`src/rtl/pm_loader.sv`:
```
// Boot loader for instruction memory: parses a length/word/checksum byte stream,
// writes each assembled word at consecutive addresses, and releases the CPU only on a good checksum.
module pm_loader #(
    parameter int                ADDR_W    = 16,
    parameter logic [ADDR_W-1:0] BASE_ADDR = '0,
    parameter int                MAX_WORDS = 1024
) (
    input  logic              clk,
    input  logic              reset,
    input  logic              start,
    input  logic [7:0]        byte_in,
    input  logic              byte_valid,
    output logic              byte_ready,
    output logic              pm_we,
    output logic [ADDR_W-1:0] pm_addr,
    output logic [31:0]       pm_wdata,
    output logic              cpu_hold,
    output logic              done,
    output logic              error
);

    typedef enum logic [2:0] {
        IDLE, LEN_HI, LEN_LO, DATA, WRITE, CHECK, DONE, ERR
    } state_t;

    state_t            r_state, w_next;
    logic [15:0]       r_count, r_idx;
    logic [7:0]        r_csum;
    logic [1:0]        r_bcnt;
    logic [23:0]       r_word;
    logic              r_byte_ready, r_pm_we, r_cpu_hold, r_done, r_error;
    logic [ADDR_W-1:0] r_pm_addr;
    logic [31:0]       r_pm_wdata;

    logic        w_accept, w_start;
    logic [15:0] w_len, w_idx_inc;

    always_comb begin
        w_accept  = byte_valid && r_byte_ready;
        w_start   = start && (r_state inside {IDLE, DONE, ERR});
        w_len     = {r_count[15:8], byte_in};
        w_idx_inc = r_idx + 16'd1;
        w_next    = r_state;
        case (r_state)
            IDLE, DONE, ERR: if (start) w_next = LEN_HI;
            LEN_HI: if (w_accept) w_next = LEN_LO;
            LEN_LO: if (w_accept) begin
                if (32'(w_len) > MAX_WORDS) w_next = ERR;
                else if (w_len == 16'd0)    w_next = CHECK;
                else                        w_next = DATA;
            end
            DATA:   if (w_accept && r_bcnt == 2'd3) w_next = WRITE;
            WRITE:  w_next = (w_idx_inc == r_count) ? CHECK : DATA;
            CHECK:  if (w_accept) w_next = (byte_in == r_csum) ? DONE : ERR;
            default: w_next = IDLE;
        endcase
    end

    // Outputs are registered from the next state so they line up with the state they describe.
    always_ff @(posedge clk) begin
        if (reset) begin
            r_state      <= IDLE;
            r_count      <= '0;
            r_idx        <= '0;
            r_csum       <= '0;
            r_bcnt       <= '0;
            r_word       <= '0;
            r_byte_ready <= 1'b0;
            r_pm_we      <= 1'b0;
            r_pm_addr    <= '0;
            r_pm_wdata   <= '0;
            r_cpu_hold   <= 1'b1;
            r_done       <= 1'b0;
            r_error      <= 1'b0;
        end else begin
            r_state      <= w_next;
            r_byte_ready <= (w_next inside {LEN_HI, LEN_LO, DATA, CHECK});
            r_pm_we      <= (w_next == WRITE);
            r_done       <= (w_next == DONE);
            r_error      <= (w_next == ERR);
            r_cpu_hold   <= (w_next != DONE);

            if (w_start) begin
                r_csum <= '0;
                r_idx  <= '0;
                r_bcnt <= '0;
            end else if (w_accept) begin
                case (r_state)
                    LEN_HI: begin
                        r_count[15:8] <= byte_in;
                        r_csum        <= r_csum ^ byte_in;
                    end
                    LEN_LO: begin
                        r_count[7:0] <= byte_in;
                        r_csum       <= r_csum ^ byte_in;
                    end
                    DATA: begin
                        r_word <= {r_word[15:0], byte_in};
                        r_bcnt <= r_bcnt + 2'd1;
                        r_csum <= r_csum ^ byte_in;
                    end
                    default: ;
                endcase
            end

            if (w_next == WRITE) begin
                r_pm_addr  <= BASE_ADDR + ADDR_W'(r_idx);
                r_pm_wdata <= {r_word, byte_in};
            end
            if (r_state == WRITE) r_idx <= w_idx_inc;
        end
    end

    assign byte_ready = r_byte_ready;
    assign pm_we      = r_pm_we;
    assign pm_addr    = r_pm_addr;
    assign pm_wdata   = r_pm_wdata;
    assign cpu_hold   = r_cpu_hold;
    assign done       = r_done;
    assign error      = r_error;

endmodule
```
`config.mk`:
```
export PLATFORM = sky130hd
export DESIGN_NAME = pm_loader
export DESIGN_NICKNAME = d
export VERILOG_FILES = /design/src/rtl/pm_loader.sv
export SDC_FILE = /design/constraint.sdc
export NUM_CORES = 1
export LEC_CHECK = 0
export BUFFER_PORTS_ARGS = -buffer_cell sky130_fd_sc_hd__buf_2
export CORE_ASPECT_RATIO = 1.1
export CORE_UTILIZATION = 62
export CTS_CLUSTER_DIAMETER = 120
export DETAILED_ROUTE_END_ITERATION = 8
export GPL_ROUTABILITY_DRIVEN = 0
export GPL_TIMING_DRIVEN = 0
export PLACE_DENSITY_LB_ADDON = 0.15
export SYNTH_ARGS = -nofsm -noshare
export SYNTH_HDL_FRONTEND = slang
export SYNTH_SLANG_ARGS = --single-unit
```
`constraint.sdc`:
```
create_clock -name clk -period 3.5 [get_ports clk]
set_clock_uncertainty 0.1 [all_clocks]
set_input_delay 0.175 -clock clk [delete_from_list [all_inputs] [get_ports clk]]
set_output_delay 0.175 -clock clk [all_outputs]
set_load 0.005 [all_outputs]
```
==> summary.md <==
| Metric | Value |
|---|---|
| Congestion Overflow GR | `0` |
| Leading area contributor after synthesis | `dfxtp_1` |
| Placed cells | `839` |
| Root Driver | `clkbuf_8` |
| Chip Width | `90.2 µm` |
| Compound-cell area share of the yosys netlist | `14.6%` |
| FILL cells | `589` |
| Remaining DRCs | `0` |
| Post-DR wirelength/cell | `15.8 µm` |
| Largest net degree at the start of global routing | `17` |
| Register area | `2440 µm²` |
| Syn_area_per_cell | `7.89 µm²` |
| Worst EP arrival | `3.08 ns` |
| Final Critical Period | `2.73 ns` |
| Max cap viols | `0` |
| Area Overhead vs Synth | `20.5%` |
| Count of cell types in the netlist | `56` |
| RSZ-0062 raised after global routing | `false` |
| Sequential area share after synthesis | `46.1%` |
| Startpoint types | `flip-flop` |
| Post-Synthesis Cells | `672` |
| Core area | `8320 µm²` |
| First-pass GRT wire length | `22.6 mm` |
| Clock buffer depth | `2` |
| Share of cells above drive strength 1 | `13.8%` |
| Tightest Pin Transition | `0.867 ns` |
| Largest cells by area after synthesis | `dfxtp_1, nand2_1, a21oi_1, nor2_1, xnor2_1` |
| Peak supply drop | `396 µV` |
| Post-synthesis simple-gate area fraction | `24.8%` |
| Die height | `99.0 µm` |
| Primary FF master, synth | `dfxtp_1` |
| # H-tree levels | `4` |
| Syn Nets | `686` |
| GR Util All Layers | `32.2%` |
| Top Ports | `65` |
| Num rows | `35` |
| # setup viols final | `0` |
| EDFF count, synth | `0` |
| Post-DP HPWL | `9.41 mm` |
| Crit. End Element | `flip-flop` |
| Clock sinks | `122` |
| Starting density of the core | `63.7%` |
| Hold Vio Cnt, Final | `0` |
| Vias in the first global route | `4643` |
| Clock latency on the worst-skew pair | `0.52 ns` |
| Final clock period utilization by the worst path | `78.1%` |
| Synth cell count leaders | `nand2_1, dfxtp_1, a21oi_1` |
| Total iterations of the first detailed-routing run | `5` |
| Max-slew violations | `0` |
| Pwr dens | `506 nW/µm²` |
| Adder-cell share of the synthesized area | `0.472%` |
| Via density | `5.72` |
| Post-synthesis mux area share | `3.23%` |
| Ant. Diodes | `0` |
| CP required | `3.85 ns` |
| Worst min-delay path category | `input port to flip-flop` |
| Full die area | `8920 µm²` |
| CTS tree | `built` |
| Yosys top cell area share | `46.1%` |
| Fin cells | `880` |
| XOR/XNOR Fraction of Synth Area | `6.44%` |
| Crit Path Max Fanout | `10` |
| Status | `finished, final reports clean` |
| Port-buffer cells | `56` |
| Asr flop ratio synth | `0%` |
| Critical path class | `flip-flop to flip-flop` |
| Ys Warns | `0` |
| Final WL | `13.9 mm` |
| Setup_tns | `0 ns` |
| Initial antenna violation count | `0` |
| F_max | `366 MHz` |
| 1st-iter DRT viols | `489` |
| DR vias | `5035` |
| Nets | `770` |
| Synthesis-stage register bit count | `122` |
| Leakage power | `0.00241 µW` |
| Mapped Area | `5300 µm²` |
| Area of the multi-input gates | `2630 µm²` |
| Cell with the most instances after synthesis | `nand2_1` |
| CTS clk-pin slew, worst paths | `0.07 ns` |
| Final antenna-violating net count | `0` |
| Rel. slew slack | `42.0%` |
| Largest family of logic cells by synthesized area | `simple AND/OR/NAND/NOR gates` |
| Num CTS Buffers | `17` |
-- through the flow --
step                area (µm²)  total power [µW]  util [%]  hold WS (ns)  setup WS (ns)
global route              6390              3320      76.8         0.149          0.509
detailed placement        5720              1560      68.8         0.334          0.899
global placement          5720              1560      68.8         0.334          0.921
CTS                       6390              3230      76.8         0.111          0.812
finish                    6390              3230      76.8         0.124          0.767
floorplan                 5300              1530         -         0.187           1.21
-- power by group --
part | total, µW | internal, µW | switching [µW]
Combinational | 140 | 48.2 | 92.2
Clock | 1690 | 1030 | 662
Sequential | 1410 | 1400 | 10.1
-- kinds of logic (layout without fill, tap and decap cells) --
family | count (synthesis) | in the layout
AO/OA/AOI/OAI | 136 | 136
multiplexers | 17 | 17
XOR/XNOR | 39 | 39
AND/OR/NAND/NOR | 298 | 298
adder cells (fa/ha/maj) | 2 | 2
flip-flops | 122 | 122
buffers and inverters | 58 | 155
-- cells in the final DEF (no fill, tap or decap), types with 8 or more instances in the layout --
cell type / instances
nand3_1: 11
nor2_1: 56
nor3_1: 10
nand4_1: 8
clkbuf_16: 16
clkbuf_1: 48
dlygate4sd3_1: 9
buf_2: 62
xor2_1: 15
nand2_1: 176
a21oi_1: 92
o21ai_0: 14
dfxtp_1: 122
xnor2_1: 24
mux2i_1: 16
-- sequential cells by signal, indices dropped and copies added (netlist names) --
signal      count
byte_ready      1
r_state         3
r_bcnt          2
pm_wdata       32
pm_we           1
cpu_hold        1
error           1
pm_addr        16
r_idx          16
done            1
r_count        16
r_csum          8
r_word         24
-- worst max-delay path: stages, from the launching register on --
cell,delay (ns)
dfxtp_1,0.36
clkbuf_1,0.31
nand2_1,0.13
nor3_1,0.55
clkbuf_1,0.47
clkbuf_1,0.44
nand2_1,0.13
a21oi_1,0.17
-- repair_timing --
| item | in CTS | in global routing |
|---|---|---|
| resized for setup | 0 | 0 |
| buffers inserted | 0 | 0 |
| hold buffers | 9 | 0 |
| hold endpoints to repair | 14 | 0 |
-- cell type report --
cell class	instances	area share (%)
Buffer	55	3.47
Clock buffer	18	6.54
Clock inverter	14	2.53
Inverter	3	0.176
Multi-Input combinational cell	492	41.1
Sequential cell	122	38.2
Tap cell	111	2.17
Timing Repair Buffer	65	5.80
-- final timing paths --
kind	start	to	slack [ns]	depth (start not counted)
worst min register to register	pm_wdata[5]$_SDFFE_PP0N_	pm_wdata[5]$_SDFFE_PP0N_	0.35	2
worst min-delay path	start	r_state[1]$_SDFF_PP0_	0.12	4
worst max-delay path	r_state[1]$_SDFF_PP0_	pm_wdata[2]$_SDFFE_PP0N_	0.77	7
worst max register to register	r_state[1]$_SDFF_PP0_	pm_wdata[2]$_SDFFE_PP0N_	0.77	7
-- metal layers --
layer	wire length, µm	global-route usage (%)	vias up
met5	0	0	-
met4	336	13.3	0
met3	907	6.10	31
met2	6610	54.1	214
met1	6060	40.7	2345
li1	-	-	2445
Power figures use the tool's default switching activity.
